File: config.mk
export PLATFORM = sky130hd
export DESIGN_NAME = seq_magnitude_comparator
export DESIGN_NICKNAME = d
export VERILOG_FILES = /design/src/rtl/cmp_pkg.sv /design/src/rtl/compare_slice.sv /design/src/rtl/seq_magnitude_comparator.sv
export SDC_FILE = /design/constraint.sdc
export NUM_CORES = 1
export LEC_CHECK = 0
export CAP_MARGIN = 20
export CORE_AREA = 2 2 71 73
export DETAILED_ROUTE_END_ITERATION = 8
export DIE_AREA = 0 0 73 75
export PLACE_DENSITY_LB_ADDON = 0.3
export SLEW_MARGIN = 20
export SYNTH_ARGS = -nofsm -noshare
export SYNTH_HDL_FRONTEND = slang
export SYNTH_SLANG_ARGS = --single-unit
File: constraint.sdc
create_clock -name clk -period 5.39 [get_ports clk]
set_input_delay 0.539 -clock clk [delete_from_list [all_inputs] [get_ports clk]]
set_output_delay 0.539 -clock clk [all_outputs]
set_load 0.02 [all_outputs]
File: src/rtl/cmp_pkg.sv
// Shared types and elaboration helpers for the sequential magnitude comparator.
package cmp_pkg;

  typedef enum logic {
    IDLE = 1'b0,
    RUN  = 1'b1
  } state_e;

  function automatic int clog2(input int n);
    int r;
    r = 0;
    for (int i = 0; i < 31; i++) begin
      if ((1 << i) < n) r = i + 1;
    end
    return r;
  endfunction

  // A single-slice configuration still needs a 1-bit index register.
  function automatic int idx_width(input int nslice);
    return (clog2(nslice) > 1) ? clog2(nslice) : 1;
  endfunction

endpackage

File: src/rtl/compare_slice.sv
// One SLICE-bit step of an MSB-first eq/lt chain; purely combinational.
// msb_signed flips the sign bit so two's complement orders like unsigned.
module compare_slice #(
  parameter int SLICE = 2
) (
  input  logic [SLICE-1:0] a,
  input  logic [SLICE-1:0] b,
  input  logic             eq_in,
  input  logic             lt_in,
  input  logic             msb_signed,
  output logic             eq_out,
  output logic             lt_out
);

  logic [SLICE-1:0] flip;
  logic [SLICE-1:0] a_m;
  logic [SLICE-1:0] b_m;
  logic             seq;
  logic             slt;

  assign flip   = SLICE'(msb_signed) << (SLICE - 1);
  assign a_m    = a ^ flip;
  assign b_m    = b ^ flip;
  assign seq    = (a == b);
  assign slt    = (a_m < b_m);
  assign eq_out = eq_in & seq;
  assign lt_out = lt_in | (eq_in & slt);

endmodule

File: src/rtl/seq_magnitude_comparator.sv
// Multi-cycle WIDTH-bit magnitude comparator scanning one SLICE per clock, MSB first.
// start/done handshake; results held in EQ/LT/GT until the next done or reset.
module seq_magnitude_comparator
  import cmp_pkg::*;
#(
  parameter int WIDTH      = 16,
  parameter int SLICE      = 2,
  parameter bit EARLY_EXIT = 1'b1
) (
  input  logic             clk,
  input  logic             rst,
  input  logic             start,
  input  logic [WIDTH-1:0] A,
  input  logic [WIDTH-1:0] B,
  input  logic             is_signed,
  output logic             busy,
  output logic             done,
  output logic             EQ,
  output logic             LT,
  output logic             GT
);

  localparam int NSLICE = WIDTH / SLICE;
  localparam int IDXW   = idx_width(NSLICE);
  localparam logic [IDXW-1:0] IDX_TOP = IDXW'(NSLICE - 1);

  generate
    if (SLICE < 1 || SLICE > WIDTH || (WIDTH % SLICE) != 0) begin : g_param_check
      $error("seq_magnitude_comparator: WIDTH must be a positive multiple of SLICE");
    end
  endgenerate

  state_e state_q, state_d;

  logic [WIDTH-1:0] a_q, a_d;
  logic [WIDTH-1:0] b_q, b_d;
  logic             sgn_q, sgn_d;
  logic [IDXW-1:0]  idx_q, idx_d;
  logic             eq_acc_q, eq_acc_d;
  logic             lt_acc_q, lt_acc_d;
  logic             done_q, done_d;
  logic             eq_res_q, eq_res_d;
  logic             lt_res_q, lt_res_d;
  logic             gt_res_q, gt_res_d;

  logic [SLICE-1:0] a_sl;
  logic [SLICE-1:0] b_sl;
  logic             msb_signed;
  logic             eq_n;
  logic             lt_n;
  logic             last;

  assign a_sl       = a_q[int'(idx_q) * SLICE +: SLICE];
  assign b_sl       = b_q[int'(idx_q) * SLICE +: SLICE];
  assign msb_signed = sgn_q && (idx_q == IDX_TOP);

  compare_slice #(
    .SLICE (SLICE)
  ) u_slice (
    .a          (a_sl),
    .b          (b_sl),
    .eq_in      (eq_acc_q),
    .lt_in      (lt_acc_q),
    .msb_signed (msb_signed),
    .eq_out     (eq_n),
    .lt_out     (lt_n)
  );

  // Once eq clears, later slices cannot change the verdict, so early exit is safe.
  assign last = (idx_q == '0) || (EARLY_EXIT && !eq_n);

  always_ff @(posedge clk or posedge rst) begin
    if (rst) begin
      state_q <= IDLE;
    end else begin
      state_q <= state_d;
    end
  end

  always_comb begin
    state_d = state_q;
    unique case (state_q)
      IDLE:    if (start) state_d = RUN;
      RUN:     if (last)  state_d = IDLE;
      default: state_d = IDLE;
    endcase
  end

  always_comb begin
    busy = (state_q == RUN);
    done = done_q;
    EQ   = eq_res_q;
    LT   = lt_res_q;
    GT   = gt_res_q;
  end

  always_comb begin
    a_d      = a_q;
    b_d      = b_q;
    sgn_d    = sgn_q;
    idx_d    = idx_q;
    eq_acc_d = eq_acc_q;
    lt_acc_d = lt_acc_q;
    done_d   = 1'b0;
    eq_res_d = eq_res_q;
    lt_res_d = lt_res_q;
    gt_res_d = gt_res_q;
    unique case (state_q)
      IDLE: begin
        if (start) begin
          a_d      = A;
          b_d      = B;
          sgn_d    = is_signed;
          idx_d    = IDX_TOP;
          eq_acc_d = 1'b1;
          lt_acc_d = 1'b0;
        end
      end
      RUN: begin
        if (last) begin
          eq_res_d = eq_n;
          lt_res_d = lt_n;
          gt_res_d = ~eq_n & ~lt_n;
          done_d   = 1'b1;
        end else begin
          eq_acc_d = eq_n;
          lt_acc_d = lt_n;
          idx_d    = idx_q - 1'b1;
        end
      end
      default: ;
    endcase
  end

  always_ff @(posedge clk or posedge rst) begin
    if (rst) begin
      a_q      <= '0;
      b_q      <= '0;
      sgn_q    <= 1'b0;
      idx_q    <= '0;
      eq_acc_q <= 1'b0;
      lt_acc_q <= 1'b0;
      done_q   <= 1'b0;
      eq_res_q <= 1'b0;
      lt_res_q <= 1'b0;
      gt_res_q <= 1'b0;
    end else begin
      a_q      <= a_d;
      b_q      <= b_d;
      sgn_q    <= sgn_d;
      idx_q    <= idx_d;
      eq_acc_q <= eq_acc_d;
      lt_acc_q <= lt_acc_d;
      done_q   <= done_d;
      eq_res_q <= eq_res_d;
      lt_res_q <= lt_res_d;
      gt_res_q <= gt_res_d;
    end
  end

endmodule

==> results of run 1 <==
-- power groups by stage --
stage               clock [W]  combinational [W]  sequential, W
finish               0.000211           0.000578       0.000565
detailed placement          0           0.000585       0.000570
global route         0.000230           0.000644       0.000581
CTS                  0.000215           0.000585       0.000565
floorplan                   0           0.000438       0.000546
global placement            0           0.000562       0.000567
-- per-stage QoR --
| stage | total power (W) | area [um2] | hold WS, ns | setup slack, ns |
|---|---|---|---|---|
| global placement | 0.001129 | 2506 | 0.4559 | 2.825 |
| detailed placement | 0.001155 | 2506 | 0.4628 | 2.766 |
| global route | 0.001455 | 2597 | 0.4986 | 2.594 |
| floorplan | 0.0009834 | 2066 | 0.4373 | 3.118 |
| CTS | 0.001365 | 2597 | 0.4826 | 2.728 |
| finish | 0.001354 | 2597 | 0.4792 | 2.756 |
-- kinds of logic after synthesis --
group                    Yosys count  synth area share (%)
flip-flops                        43                 52.09
AND/OR/NAND/NOR                  114                 21.44
buffers and inverters             18                 5.269
AO/OA/AOI/OAI                     10                 3.452
multiplexers                      15                 13.93
adder cells (fa/ha/maj)            5                 2.968
XOR/XNOR                           2                0.8481
-- area by class of cell --
cell class	instances	area, um2	share of cell area, %
multi-input combinational	146	883.3	34.01
clock inverter	1	8.758	0.3372
timing repair buffer	43	422.9	16.28
clock buffer	6	82.58	3.179
tap	54	67.56	2.601
sequential	43	1076	41.43
inverter	8	56.30	2.168
-- registers in the layout, summed over array words and instances, names as in the netlist --
register and flops:
a_q 16, b_q 16, idx_q 3, EQ 1
GT 1, LT 1, busy 1, done 1
eq_acc_q 1, lt_acc_q 1, sgn_q 1
-- cells in the mapped netlist, types with 2 or more instances --
cell	count
ha_1	4
mux2i_1	4
nand2b_1	2
nand2_1	103
nand3_1	3
nor2_1	3
mux4_1	5
buf_6	2
clkbuf_1	8
a21oi_1	3
inv_1	6
o21ai_1	2
nor2b_1	2
mux4_2	3
dfrtp_1	43
-- routing by layer --
layer | GRT usage, % | share of wire (%) | vias up
met5 | 0 | 0 | -
met4 | 4.733 | 1.7 | 0
met3 | 4.819 | 4.3 | 6
met2 | 25.93 | 47 | 40
met1 | 21.13 | 47 | 710
li1 | - | - | 745
-- worst reg2reg max path, stage by stage (launching register included) --
cell	delay [ns]
dfrtp_1	0.67
mux4_1	0.63
mux2_2	0.29
ha_1	0.29
o211ai_1	0.17
inv_1	0.10
nand3_1	0.20
mux2i_1	0.21
-- path summary, 6_finish.rpt --
check                      cells past startpoint  slack [ns]                 start                   end
max                                            7        2.76  idx_q[0]$_DFFE_PP0P_  idx_q[1]$_DFFE_PP0P_
min                                            2        0.48   a_q[15]$_DFFE_PP0P_   a_q[15]$_DFFE_PP0P_
max reg2reg                                    7        2.76  idx_q[0]$_DFFE_PP0P_  idx_q[1]$_DFFE_PP0P_
min reg2reg                                    2        0.48   a_q[15]$_DFFE_PP0P_   a_q[15]$_DFFE_PP0P_
max in group asynchronous                      3        4.36                   rst        done$_DFF_PP0_
min in group asynchronous                      3        0.67                   rst    a_q[9]$_DFFE_PP0P_
==> flow_summary.yaml, run 1 <==
outcome:
  status: "finished, final reports clean"
route:
  dr.pass1.iters: 4
  drt_wl_total_um: 3972
  drcViolationCount: 0
  post_drt_wl_per_cell_um: 13.20
  avgViaCountPerCell: 4.987
  ant_nets: 0
  drt_iter0_drc: 50
  via_count: 1501
sta:
  hold_viol: 0
  clock_skew_ns: 0.01345
  relSlewSlack_pct: 60.31
  fin_crit_sh_pct: 48.88
  slew_viol_final: 0
  grt_setup_unrepaired: "false"
  setup_tns_ns: 0
  setup_viol: 0
  tightest_slew_ns: 0.5926
  fmax_mhz: 379.6
  period_minus_slack_ns: 2.634
worst_setup_path:
  critPathArrivalTime_ns: 2.85
  cp_top_family: "multiplexers"
  cp_cell_sequence: "mux4_1, mux2_2, ha_1, o211ai_1, inv_1, nand3_1, mux2i_1"
  crit_type: "reg2reg"
  worstSetupEndpointType: "register"
  worst_setup_path_start_kind: "register"
  cp_slowest_cell: "dfrtp_1"
  worst-path-buf-inv: 1
  cp_data_required_time_ns: 5.60
  path_max_fanout: 12
  slowest_delay_ns: 0.67
yosys:
  avgSynthCellArea_um2: 9.979
  synth_edf_count: 0
  yosys_register_bits: 43
  async_flop_share_pct: 100.0
  synth.top_cells.by_area: "dfrtp_1, nand2_1, mux4_1"
  syn-cell-area_mm2: 0.002066
  syn-num-nets: 247
  seq_area_frac_synth_pct: 52.09
  synth.largest_area_cell: "dfrtp_1"
  synth.distinct_cells: 29
  ys_warn_count: 0
  synth_cells: 207
  ys.flop_type: "dfrtp_1"
  synth_top_area_share_pct: 52.09
floorplan:
  ios: 41
  die_area_mm2: 0.005475
  die-height_um: 75
  fp-row-count: 25
  initial_core_util_pct: 44.32
  dieWidth_um: 73
  core_region_area_mm2: 0.004661
layout:
  drive_gt1_share_pct: 8.097
  finish.utilization_pct: 55.73
  layout.nets: 287
  mostFrequentLayoutCells: "nand2_1, dfrtp_1, clkdlybuf4s50_1"
  num_antenna_cells: 0
  n_fill_cell: 426
  final_cell_count_no_fill: 301
  layout_commonest_cell: "nand2_1"
  syn2layout_area_growth_pct: 25.74
pwr:
  p_int_w: 0.0008531
  seq_power_share_pct: 41.7
  ir_drop_uv: 205.9
  power.share.clock_pct: 15.6
  leakage_nw: 1.295
  pwr-share-comb_pct: 42.7
  power_density_mw_per_mm2: 521.1
  p_sw_share_pct: 36.98
  power_switching_w: 0.0005005
min_path:
  hp-class: "reg2reg"
job:
  maxCapViolations: 0
cts:
  tritoncts: "built"
  cts_root_buf: "clkbuf_8"
  cts-hold-fix-buffers: 0
  clkTransAtPathRegs_ns: 0.09
  ctsResizeCount: 0
  cts_setup_buffers: 0
  clockBufferDepth: 2
  cts_made_buffers: 5
  insertion_delay_ns: 0.30
  cts_num_sinks: 43
  htree_levels: 2
placement:
  io_buffer_count: 40
  place_congestion: 0.7637
  place_inst: 294
  dp_hpwl_um: 2938
global_routing:
  grt_first_pass_wirelength_um: 6624
  grt_antenna_before_repair: 0
  grtUsageTotal_pct: 16.05
  overflow: 0
  first_global_vias: 1499
  grt_max_degree: 44
(Power assumes the default switching activity.)
==> run 2, diff against run 1 <==
==> constraint.sdc (replaced) <==
create_clock -name clk -period 2.2 [get_ports clk]
set_input_delay 0.22 -clock clk [delete_from_list [all_inputs] [get_ports clk]]
set_output_delay 0.22 -clock clk [all_outputs]
set_load 0.02 [all_outputs]
==> flow_summary.yaml, run 2 (synthesized netlist as in run 1, its figures left out) <==
outcome:
  status: "complete, but fails checks"
  violations: "negative setup slack"
sta:
  setup_slack_ns: -0.01776
  tightest_slew_ns: 0.5338
  hold_viol: 0
  fin_crit_sh_pct: 100.8
  setup_viol: 4
  clock_skew_ns: 0.001664
  hold_slack_ns: 0.3659
  fmax_mhz: 450.9
  slew_viol_final: 0
  period_minus_slack_ns: 2.218
  relSlewSlack_pct: 64.41
  grt_setup_unrepaired: "true"
floorplan:
  dieWidth_um: 73
  core_region_area_mm2: 0.004661
  fp-row-count: 25
  initial_core_util_pct: 44.32
  ios: 41
  die-height_um: 75
  die_area_mm2: 0.005475
cts:
  cts-hold-fix-buffers: 0
  insertion_delay_ns: 0.29
  clkTransAtPathRegs_ns: 0.08
  htree_levels: 2
  cts_root_buf: "clkbuf_8"
  cts_num_sinks: 43
  tritoncts: "built"
  cts_made_buffers: 5
  clockBufferDepth: 2
route:
  ant_nets: 0
  post_drt_wl_per_cell_um: 12.99
  dr.pass1.iters: 4
  drt_wl_total_um: 4027
  drcViolationCount: 0
  drt_iter0_drc: 108
  avgViaCountPerCell: 4.900
  via_count: 1519
worst_setup_path:
  worst-path-buf-inv: 2
  cp_top_family: "multiplexers"
  worstSetupEndpointType: "register"
  slowest_delay_ns: 0.49
  crit_type: "reg2reg"
  critPathArrivalTime_ns: 2.40
  path_max_fanout: 5
  worst_setup_path_start_kind: "register"
  cp_data_required_time_ns: 2.38
  r2r-start: "idx_q[0]$_DFFE_PP0P_"
  cp_cell_sequence: "buf_6, mux4_2, mux2_4, ha_4, o211ai_1, inv_1, nand3_4, mux2i_1"
  crit_start: "idx_q[0]$_DFFE_PP0P_"
  cp_slowest_cell: "mux4_2"
global_routing:
  grt_antenna_before_repair: 0
  grt_max_degree: 44
  overflow: 0
  grt_first_pass_wirelength_um: 6934
  met1_usage_pct: 23.02
  use_met2_pct: 26.43
  grt.busiest_layer: "met2"
  use_met3_pct: 4.953
  grtUsageTotal_pct: 16.95
  first_global_vias: 1505
layout:
  mostFrequentLayoutCells: "nand2_1, dfrtp_1, clkdlybuf4s50_1"
  finish.utilization_pct: 58.04
  final_cell_area_mm2: 0.002705
  layout.nets: 296
  layout_commonest_cell: "nand2_1"
  seqCellArea_mm2: 0.001076
  multiInputGateArea_um2: 908.4
  drive_gt1_share_pct: 14.45
  num_antenna_cells: 0
  top_regs: "a_q: 16 flops, b_q: 16 flops, idx_q: 3 flops"
  n_fill_cell: 405
  syn2layout_area_growth_pct: 30.95
pwr:
  p_sw_share_pct: 35.54
  p_int_w: 0.002381
  ir_drop_uv: 503.8
  leakage_nw: 1.320
  power.share.clock_pct: 16.0
  seq_power_share_pct: 36.9
  power_switching_w: 0.001312
  power_density_mw_per_mm2: 1365
  pwr-share-comb_pct: 47.1
placement:
  io_buffer_count: 40
  dp_hpwl_um: 2838
  place_area_mm2: 0.002572
  place_congestion: 0.8064
job:
  maxCapViolations: 0
min_path:
  hp-class: "in2async"
[run 2: through the flow]
step	cells	setup TNS, ns	setup WS, ns	power, W
floorplan	207	0	0.03351	0.002468
global placement	301	-0.01836	-0.01267	0.002953
detailed placement	301	-0.2518	-0.07283	0.003003
CTS	308	-0.1278	-0.04173	0.003623
global route	310	-0.7777	-0.1505	0.003992
finish	310	-0.05748	-0.01776	0.003693
[run 2: worst register-to-register path, cell delays in order, from the launching register on]
cell	delay [ns]
dfrtp_1	0.37
buf_6	0.13
mux4_2	0.49
mux2_4	0.30
ha_4	0.27
o211ai_1	0.14
inv_1	0.16
nand3_4	0.11
mux2i_1	0.15
[run 2: cell type report]
cell class | count | share of cell area [%]
Timing Repair Buffer | 52 | 18.27
Sequential cell | 43 | 39.78
Tap cell | 54 | 2.498
Multi-Input combinational cell | 146 | 33.58
Inverter | 8 | 2.081
Clock buffer | 6 | 2.683
Clock inverter | 1 | 1.110
[run 2: routing by layer]
| metal | share of wire, % | up-vias | routed length [um] |
|---|---|---|---|
| li1 | - | 758 | - |
| met1 | 46 | 716 | 1844 |
| met2 | 49 | 40 | 1972 |
| met3 | 4.0 | 5 | 163 |
| met4 | 1.1 | 0 | 46 |
| met5 | 0 | - | 0 |
[run 2: power groups by stage]
stage          Combinational, W  Sequential (W)  Clock [W]
2_1_floorplan           0.00113         0.00134          0
3_3_place_gp            0.00159         0.00136          0
3_5_place_dp            0.00164         0.00136          0
4_1_cts                 0.00166         0.00136   0.000601
5_1_grt                 0.00195         0.00141   0.000639
6_report                0.00174         0.00136   0.000591
[run 2: worst paths after layout]
kind | cells past startpoint | end | slack [ns]
worst min-delay path | 3 | a_q[4]$_DFFE_PP0P_ | 0.37
worst min register to register | 2 | a_q[6]$_DFFE_PP0P_ | 0.48
min in group clk | 3 | a_q[8]$_DFFE_PP0P_ | 0.44
max in group asynchronous | 3 | b_q[3]$_DFFE_PP0P_ | 1.48
worst max register to register | 8 | idx_q[1]$_DFFE_PP0P_ | -0.02
worst max-delay path | 8 | idx_q[1]$_DFFE_PP0P_ | -0.02
[run 2: timing repair]
action	CTS	global route
setup buffers	0	2
hold endpoints to repair	0	0
resized for setup	4	3
pin swaps	0	4
cloned	0	0
endpoints found under the setup margin	8	9
